`src/rtl/toggle_receiver_pkg.sv`:
```
// rtl/toggle_receiver_pkg.sv - shared definitions for the toggle-signalling link
// Purpose: receiver FSM state encoding, default synchroniser depth, default
//          pending width and the minimum toggle spacing of the link contract.
// Ports:   none (package).
package toggle_receiver_pkg;

    // Receiver FSM: FILL while the synchroniser chain flushes, RUN afterwards.
    typedef enum logic {
        FILL = 1'b0,
        RUN  = 1'b1
    } rx_state_t;

    localparam int DEF_SYNC_STAGES    = 2;
    localparam int DEF_PEND_W         = 4;

    // Transmitter must leave at least this many clk periods between toggles.
    localparam int MIN_TOGGLE_SPACING = 2;

    // Fill down-counter width; holds SYNC_STAGES values up to 4.
    localparam int FILL_W             = 3;

endpackage

```
`src/rtl/toggle_receiver_if.sv`:
```
// rtl/toggle_receiver_if.sv - valid/ready event queue interface
// Purpose: groups the pending-event handshake between the receiver and its
//          downstream consumer.
// Ports:   evt_valid (rx->consumer), evt_ready (consumer->rx),
//          pending   (rx->consumer, count of unacknowledged events).
interface toggle_receiver_if
    import toggle_receiver_pkg::*;
#(
    parameter int PEND_W = DEF_PEND_W
);
    logic              evt_valid;
    logic              evt_ready;
    logic [PEND_W-1:0] pending;

    modport master (
        output evt_valid,
        output pending,
        input  evt_ready
    );

    modport slave (
        input  evt_valid,
        input  pending,
        output evt_ready
    );
endinterface

```
`src/rtl/sync_chain.sv`:
```
// rtl/sync_chain.sv - multi-flop synchroniser for an asynchronous input
// Purpose: shifts d through STAGES flops; q lags d by STAGES rising edges.
// Ports:   clk (clock), reset (async active-low), d (async input),
//          q (synchronised output).
module sync_chain #(
    parameter int STAGES = 2
) (
    input  logic clk,
    input  logic reset,
    input  logic d,
    output logic q
);
    logic [STAGES-1:0] ff;

    always_ff @(posedge clk or negedge reset) begin
        if (!reset) begin
            ff <= '0;
        end else begin
            ff <= {ff[STAGES-2:0], d};
        end
    end

    assign q = ff[STAGES-1];
endmodule

```
`src/rtl/toggle_receiver.sv`:
```
// rtl/toggle_receiver.sv - toggle-line receiver with event counter and pending queue
// Purpose: synchronises the transmitter T line, detects each flip and turns it
//          into a one-cycle pulse, a wrapping count and a pending-event queue.
// Ports:   clk, reset (async active-low), enabled, t_in (async), clr_ovf,
//          evt_pulse, evt_count, overflow, evt (master side of the
//          evt_valid/evt_ready/pending interface).
module toggle_receiver
    import toggle_receiver_pkg::*;
#(
    parameter int SYNC_STAGES = DEF_SYNC_STAGES,
    parameter int CNT_W       = 8,
    parameter int DEPTH       = 4,
    parameter int PEND_W      = DEF_PEND_W
) (
    input  logic               clk,
    input  logic               reset,
    input  logic               enabled,
    input  logic               t_in,
    input  logic               clr_ovf,
    output logic               evt_pulse,
    output logic [CNT_W-1:0]   evt_count,
    output logic               overflow,
    toggle_receiver_if.master  evt
);
    rx_state_t         state;
    rx_state_t         state_nxt;
    logic [FILL_W-1:0] fill_cnt;
    logic              fill_done;
    logic              run;
    logic              load_prev;

    logic              s_q;
    logic              prev;
    logic              det;
    logic              push;
    logic              pop;
    logic              full;
    logic [PEND_W-1:0] pending_q;

    sync_chain #(
        .STAGES (SYNC_STAGES)
    ) u_sync (
        .clk   (clk),
        .reset (reset),
        .d     (t_in),
        .q     (s_q)
    );

    // FSM state register
    always_ff @(posedge clk or negedge reset) begin
        if (!reset) begin
            state <= FILL;
        end else begin
            state <= state_nxt;
        end
    end

    // FSM next state: leave FILL once the chain holds only post-reset samples
    always_comb begin
        state_nxt = state;
        if (state == FILL && fill_cnt == '0) begin
            state_nxt = RUN;
        end
    end

    // FSM outputs
    always_comb begin
        fill_done = 1'b0;
        run       = 1'b0;
        load_prev = 1'b0;
        case (state)
            FILL: begin
                fill_done = (fill_cnt == '0);
                load_prev = fill_done;
            end
            RUN: begin
                run       = 1'b1;
                load_prev = 1'b1;
            end
            default: begin
                run       = 1'b0;
            end
        endcase
    end

    // Flush counter: the chain still carries reset zeros until it reaches 0.
    always_ff @(posedge clk or negedge reset) begin
        if (!reset) begin
            fill_cnt <= FILL_W'(SYNC_STAGES);
        end else if (state == FILL && fill_cnt != '0) begin
            fill_cnt <= fill_cnt - 1'b1;
        end
    end

    // prev follows s_q even when disabled so re-enabling never replays
    // a toggle that happened while the receiver was off.
    always_ff @(posedge clk or negedge reset) begin
        if (!reset) begin
            prev <= 1'b0;
        end else if (load_prev) begin
            prev <= s_q;
        end
    end

    assign det  = run & (s_q ^ prev);
    assign push = det & enabled;
    assign pop  = evt.evt_valid & evt.evt_ready;
    assign full = (pending_q == PEND_W'(DEPTH));

    always_ff @(posedge clk or negedge reset) begin
        if (!reset) begin
            evt_pulse <= 1'b0;
            evt_count <= '0;
        end else begin
            evt_pulse <= push;
            if (push) begin
                evt_count <= evt_count + 1'b1;
            end
        end
    end

    // A pop in the same cycle frees a slot, so a push at DEPTH is only
    // lost when nothing is popped.
    always_ff @(posedge clk or negedge reset) begin
        if (!reset) begin
            pending_q <= '0;
        end else begin
            case ({push, pop})
                2'b10: begin
                    if (!full) begin
                        pending_q <= pending_q + 1'b1;
                    end
                end
                2'b01:   pending_q <= pending_q - 1'b1;
                default: pending_q <= pending_q;
            endcase
        end
    end

    // Set has priority over clear.
    always_ff @(posedge clk or negedge reset) begin
        if (!reset) begin
            overflow <= 1'b0;
        end else if (push && !pop && full) begin
            overflow <= 1'b1;
        end else if (clr_ovf) begin
            overflow <= 1'b0;
        end
    end

    assign evt.pending   = pending_q;
    assign evt.evt_valid = (pending_q != '0);
endmodule

```
`src/flat_wrapper.sv`:
```
// flat-port wrapper written by rule: the top's interface ports become plain ports
module toggle_receiver_flat import toggle_receiver_pkg::*;
#(
    parameter int SYNC_STAGES = DEF_SYNC_STAGES,
    parameter int CNT_W       = 8,
    parameter int DEPTH       = 4,
    parameter int PEND_W      = DEF_PEND_W
)
  (clk, reset, enabled, t_in, clr_ovf, evt_pulse, evt_count, overflow, evt_evt_valid, evt_pending, evt_evt_ready);
  toggle_receiver_if #(.PEND_W(PEND_W)) evt_i ();
  input  logic clk;
  input  logic reset;
  input  logic enabled;
  input  logic t_in;
  input  logic clr_ovf;
  output logic evt_pulse;
  output logic [CNT_W-1:0] evt_count;
  output logic overflow;
  output wire logic [$bits(evt_i.evt_valid)-1:0] evt_evt_valid;
  output wire logic [$bits(evt_i.pending)-1:0] evt_pending;
  input wire logic [$bits(evt_i.evt_ready)-1:0] evt_evt_ready;
  assign evt_evt_valid = evt_i.evt_valid;
  assign evt_pending = evt_i.pending;
  assign evt_i.evt_ready = evt_evt_ready;
  toggle_receiver #(.SYNC_STAGES(SYNC_STAGES), .CNT_W(CNT_W), .DEPTH(DEPTH), .PEND_W(PEND_W)) u_core (.clk(clk), .reset(reset), .enabled(enabled), .t_in(t_in), .clr_ovf(clr_ovf), .evt_pulse(evt_pulse), .evt_count(evt_count), .overflow(overflow), .evt(evt_i));
endmodule
```
`config.mk`:
```
export PLATFORM = sky130hd
export DESIGN_NAME = toggle_receiver_flat
export DESIGN_NICKNAME = d
export VERILOG_FILES = /design/src/rtl/toggle_receiver_pkg.sv /design/src/rtl/toggle_receiver_if.sv /design/src/rtl/sync_chain.sv /design/src/rtl/toggle_receiver.sv /design/src/flat_wrapper.sv
export SDC_FILE = /design/constraint.sdc
export NUM_CORES = 1
export LEC_CHECK = 0
export CELL_PAD_IN_SITES_DETAIL_PLACEMENT = 1
export CELL_PAD_IN_SITES_GLOBAL_PLACEMENT = 1
export CORE_ASPECT_RATIO = 1.25
export CORE_MARGIN = 10
export CORE_UTILIZATION = 39
export CTS_CLUSTER_DIAMETER = 60
export DETAILED_ROUTE_END_ITERATION = 8
export PLACE_DENSITY_LB_ADDON = 0.12
export SETUP_SLACK_MARGIN = 0.05
export SLEW_MARGIN = 25
export SYNTH_ARGS = -nofsm -noshare
export SYNTH_HDL_FRONTEND = slang
export SYNTH_SLANG_ARGS = --single-unit
```
`constraint.sdc`:
```
create_clock -name clk -period 3 [get_ports clk]
set_input_delay 0.45 -clock clk [delete_from_list [all_inputs] [get_ports clk]]
set_output_delay 0.45 -clock clk [all_outputs]
set_load 0.03 [all_outputs]
```
== Word-level counts from Yosys, hierarchy flattened ==
Cells that the tools add are included.

* $add $sub $neg: 4
* Eq/ne operators: 4
* Mux-type cells: 6
* Bitwise logic cells: 5
* Reductions and logical operators: 11

{| class="wikitable"
|+ Operator list
! kind !! number
|-
| $add A8 B1 Y8 const B || 1
|-
| $pmux W4 S2 || 1
|-
| $add A4 B1 Y4 const B || 1
|-
| $eq A4 B3 Y1 const B || 1
|-
| $logic_and A1 B1 Y1 || 4
|-
| $mux W4 || 1
|-
| $reduce_bool A2 Y1 || 2
|-
| $reduce_bool A4 Y1 || 1
|-
| $sub A4 B1 Y4 const B || 1
|-
| $and A1 B1 Y1 || 3
|-
| $logic_not A3 Y1 || 1
|-
| $mux W1 || 3
|-
| $reduce_bool A3 Y1 || 1
|-
| $sub A3 B1 Y3 const B || 1
|-
| $eq A2 B1 Y1 const B || 1
|-
| $eq A2 B2 Y1 const B || 1
|-
| $ne A2 B2 Y1 const B || 1
|-
| $pmux W1 S2 || 1
|-
| $reduce_and A2 Y1 || 1
|-
| $logic_not A1 Y1 || 1
|-
| $not A1 Y1 || 1
|-
| $xor A1 B1 Y1 || 1
|}

* Register bits: 21
* Input port bits: 6
* Output and inout port bits: 15
* Word-level logic and storage cells: 38

== Longest topological paths before layout ==
* Word-level depth: 6
* Mapped depth: 11
* Depth with buffers taken out: 10

== By module ==
A second synthesis with hierarchy kept.

* Cells, all modules: 97
* Area total of the unflattened synthesis: 1054.8 µm²

{| class="wikitable"
|+ Modules (own cells, without submodules)
! module !! instances !! cells an instance !! area an instance (µm²) !! seq. area each (µm²)
|-
| toggle_receiver || 1 || 95 || 1004.7 || 476.7
|-
| sync_chain || 1 || 2 || 50.0 || 50.0
|}

== Worst setup path after synthesis ==
No wires, ideal clock.

* Path type: flip-flop to flip-flop
* Start: reg u_core.pending_q[1], in the netlist u_core.evt.pending[1]
* End: reg u_core.pending_q[2], in the netlist u_core.evt.pending[2]
* Library setup time: 77 ps
* Arrival time: 2351 ps
* Data required time: 2923 ps
* Path slack: 572 ps
* Cell stages (with the launch flop): 8
* Path buffers: 0
* Period minus slack after synthesis: 2428 ps
* Path through: dfrtp_1 or4_4 nand3_1 inv_1 ha_1 xor2_1 a211o_1 a21oi_1

* Word-level cells in the longest chain between the ends: 5
* Elaborated cells on any way between the ends: 12
* Classes of those cells: add/sub: 2; eq/ne: 4; mux: 2; bitwise: 1; reduce/logical: 3

{| class="wikitable"
|+ RTL lines
! element !! line !! source
|-
| from (decl) || toggle_receiver.sv:38 || <nowiki>logic [PEND_W-1:0] pending_q;</nowiki>
|-
| from (signal assigned) || toggle_receiver.sv:131 || <nowiki>pending_q <= pending_q + 1'b1;</nowiki>
|-
| from (signal assigned) || toggle_receiver.sv:134 || <nowiki>2'b01: pending_q <= pending_q - 1'b1;</nowiki>
|-
| from (signal assigned) || toggle_receiver.sv:135 || <nowiki>default: pending_q <= pending_q;</nowiki>
|-
| $reduce_bool A4 Y1 * || toggle_receiver.sv:152 || <nowiki>assign evt.evt_valid = (pending_q != '0);</nowiki>
|-
| via evt_evt_valid || flat_wrapper.sv:19 || <nowiki>output wire logic [$bits(evt_i.evt_valid)-1:0] evt_evt_valid;</nowiki>
|-
| $and A1 B1 Y1 * || toggle_receiver.sv:107 || <nowiki>assign pop = evt.evt_valid & evt.evt_ready;</nowiki>
|-
| $eq A2 B2 Y1 / $eq A2 B1 Y1 (equally long branches) || toggle_receiver.sv:128 || <nowiki>case ({push, pop})</nowiki>
|-
| $ne A2 B2 Y1 (no source line) / $reduce_bool A2 Y1 (equally long branches) || - ||
|-
| $reduce_and A2 Y1 (no source line) || - ||
|}

Mark *: on every way through the listed nets, which the timed path passes. The rest lies on a longest branch. The select of a mux whose other input is x is not followed.
A chain may end at the register's enable or synchronous reset.

== Worst setup path in the final report ==
* Start: reg u_core.pending_q[1], in the netlist u_core.evt.pending[1]
* End: out evt_evt_valid

* Word-level cells in the longest chain between the ends: 1

{| class="wikitable"
|+ RTL lines
! element !! line
|-
| $reduce_bool A4 Y1 || toggle_receiver.sv:152
|-
| to (decl) || flat_wrapper.sv:19
|}

No other way between the ends.

==> results by group <==
Status
  – Status: complete, no violations

Die
  – Die span in x: between 60 and 70 µm
  – Cell Rows: 21
  – Core ar.: roughly 2700 µm²
  – Initial cell density of the core: 0.406
  – Total Die Area: approximately 5300 µm²
  – Die height: 79.0 µm
  – I/O pin count: 21

Setup path
  – CP Max Fanout: 7
  – Crit start category: flop
  – Crit end category: output port
  – CP required: 2.55 ns
  – CP Class: flop to output port
  – WP data arrival: 2.05 ns

Power and ir drop
  – Pwr Density: 897 nW/µm²
  – Leak: 0.583 nW
  – Pwr Total: 0.00119 W
  – Peak VDD IR: 0.457 mV

Cells and area
  – Total Nets Final: about 140
  – Share of layout cells above drive strength 1: 0.129
  – Commonest cells after routing, fill and taps aside: 20 x dfrtp_1, 19 x clkdlybuf4s50_1, 10 x nand2_1
  – Final std cells w/o fill: 158
  – Commonest non-fill, non-tap cell in the layout: dfrtp_1
  – Area Overhead vs Synth: 22.2%
  – N_diodes: 0

Global routing
  – Initial antenna violation count: 0
  – Largest net degree at the start of global routing: 22
  – Total GRT Usage: 0.0988
  – First-pass GRT wire length: 4150 µm
  – Number of global-route vias before repair: 875
  – GR Overflow Total: 0

Clocking
  – H-Tree Depth: 1
  – # hold bufs at CTS: 0
  – CTS root buf: clkbuf_4
  – CTS tree: done
  – Number of CTS-inserted buffers: 3
  – Postcts setup bufs: 0
  – Clock Sinks: 21
  – Clock slew at reported path FFs: 0.12 ns
  – Clk buf depth: 2
  – Worst skew pair latency: 0.30 ns
  – Post_cts resized: 0

Synth
  – Post-synth EDFFs: 0
  – Synthesized area per cell: 10.7 µm²
  – Post-synth ARST share: 1.00
  – Mapped cell area: about 1100 µm²
  – Top cells by area, synth: dfrtp_1 46%, ha_1 5.8%, xnor2_1 5.6%, xor2_1 4.8%, nand2_1 3.5%
  – Cells after synthesis: 102
  – Synth top area share: 0.460
  – Yosys cell types: 30
  – Post-synthesis register bit count: 21
  – Cell type with the largest total area after synthesis: dfrtp_1
  – Synth Flop Type: dfrtp_1
  – Syn nets: 114
  – Yosys warnings: 0
  – Seq/Total Area, Yosys: 0.484

Drt
  – DR vias: 802
  – DR pass1 iterations: 2
  – DRC violations left: 0
  – DR vias/cell: 5.08
  – Wirelength, routed: 2380 µm
  – DR iter-0 viols: 18
  – WL/cell: 15.1 µm
  – Detail Route Antenna Nets: 0

Timing
  – RSZ-0062 raised after global routing: false
  – Worst clock skew: 0.00481 ns
  – Slew Limit Headroom: 0.690
  – Final min period: 2.50 ns
  – TNS Setup: 0 ns
  – Max Fclk: 400 MHz
  – Final hold violations: 0
  – Worst Max-Slew Pin Slew: 0.466 ns
  – Max-slew violations: 0
  – Final setup vio count: 0
  – Final period utilization: 0.833

Placed design
  – Cells after DPL: 154
  – Routability Congestion: 0.789
  – # port buffers: 20
  – HPWL Detailed: 1910 µm

Flow run
  – MaxCap Viol Count: 0

Min path
  – Tightest Hold Check Type: primary input to asynchronous set/reset pin
## per-layer routing
metal	vias up	track usage	wire, µm
met4	0	0.0494	34
met3	2	0.0239	136
met5	-	0	0
met1	396	0.101	920
met2	14	0.179	1290
li1	390	-	-
## path summary, 6_finish.rpt
check / start / endpoint / slack [ns] / cells after the start
worst min-delay path: reset / u_core.fill_cnt[0]$_DFFE_PN0P_ / 0.08 / 1
min in group clk: u_core.u_sync.ff[0]$_DFF_PN0_ / u_core.u_sync.ff[1]$_DFF_PN0_ / 0.37 / 0
worst max register to register: u_core.evt.pending[1]$_DFFE_PN0P_ / u_core.evt.pending[2]$_DFFE_PN0P_ / 0.58 / 8
worst max-delay path: u_core.evt.pending[1]$_DFFE_PN0P_ / evt_evt_valid / 0.50 / 2
worst min register to register: u_core.u_sync.ff[0]$_DFF_PN0_ / u_core.u_sync.ff[1]$_DFF_PN0_ / 0.37 / 0
max in group asynchronous: reset / u_core.fill_cnt[1]$_DFFE_PN1P_ / 2.58 / 1
## cells in the mapped netlist, types with 2 or more instances
library cell	number
o21ai_2	2
nand2_1	10
xnor2_1	7
nor2_1	9
xor2_1	6
dfrtp_1	20
nand3_1	4
nand4_1	3
inv_1	9
ha_1	5
a21oi_1	7
nor3_1	2
## critical path: stages (launching register included)
cell and delay, ns:
dfrtp_1 0.51, or4_4 0.61, clkdlybuf4s50_1 0.63
## power by group
part / leakage (nW) / total (W) / internal [W] / switching [W]
logic: 0.308 / 0.000606 / 0.000257 / 0.000349
registers: 0.261 / 0.000449 / 0.000348 / 0.000101
clock network: 0.0139 / 0.000137 / 0.0000506 / 0.0000868
## metrics by stage
stage / util / worst slack [ns] / cell area, µm² / hold WS, ns
global placement: 0.486 / 0.590 / 1300 / 0.337
CTS: 0.498 / 0.468 / 1330 / 0.369
floorplan: - / 0.572 / 1090 / 0.154
detailed placement: 0.486 / 0.501 / 1300 / 0.339
global route: 0.496 / 0.373 / 1330 / 0.0940
finish: 0.496 / 0.502 / 1330 / 0.0789
## registers in the layout, indices dropped and copies added, names as in the netlist
register and cells:
u_core.prev 1, u_core.evt.pending 4, u_core.evt_pulse 1, u_core.u_sync.ff 2
u_core.overflow 1, u_core.fill_cnt 3, u_core.evt_count 8, u_core.state 1
## final cells by class
cell class | count | area (µm²)
clock buffers | 3 | 22.5
clock inverters | 1 | 7.51
fillers | 314 | 1350
inverters | 10 | 37.5
multi-input cells | 68 | 489
flip-flops and latches | 21 | 527
well taps | 34 | 42.5
repair buffers | 21 | 203
## kinds of logic after synthesis
family	count (synthesis)	share of synthesized area
AO/OA/AOI/OAI	16	0.106
multiplexers	1	0.0104
XOR/XNOR	13	0.105
adder cells (fa/ha/maj)	6	0.0760
flip-flops	21	0.484
AND/OR/NAND/NOR	32	0.153
buffers and inverters	13	0.0656
(Power assumes the default switching activity.)
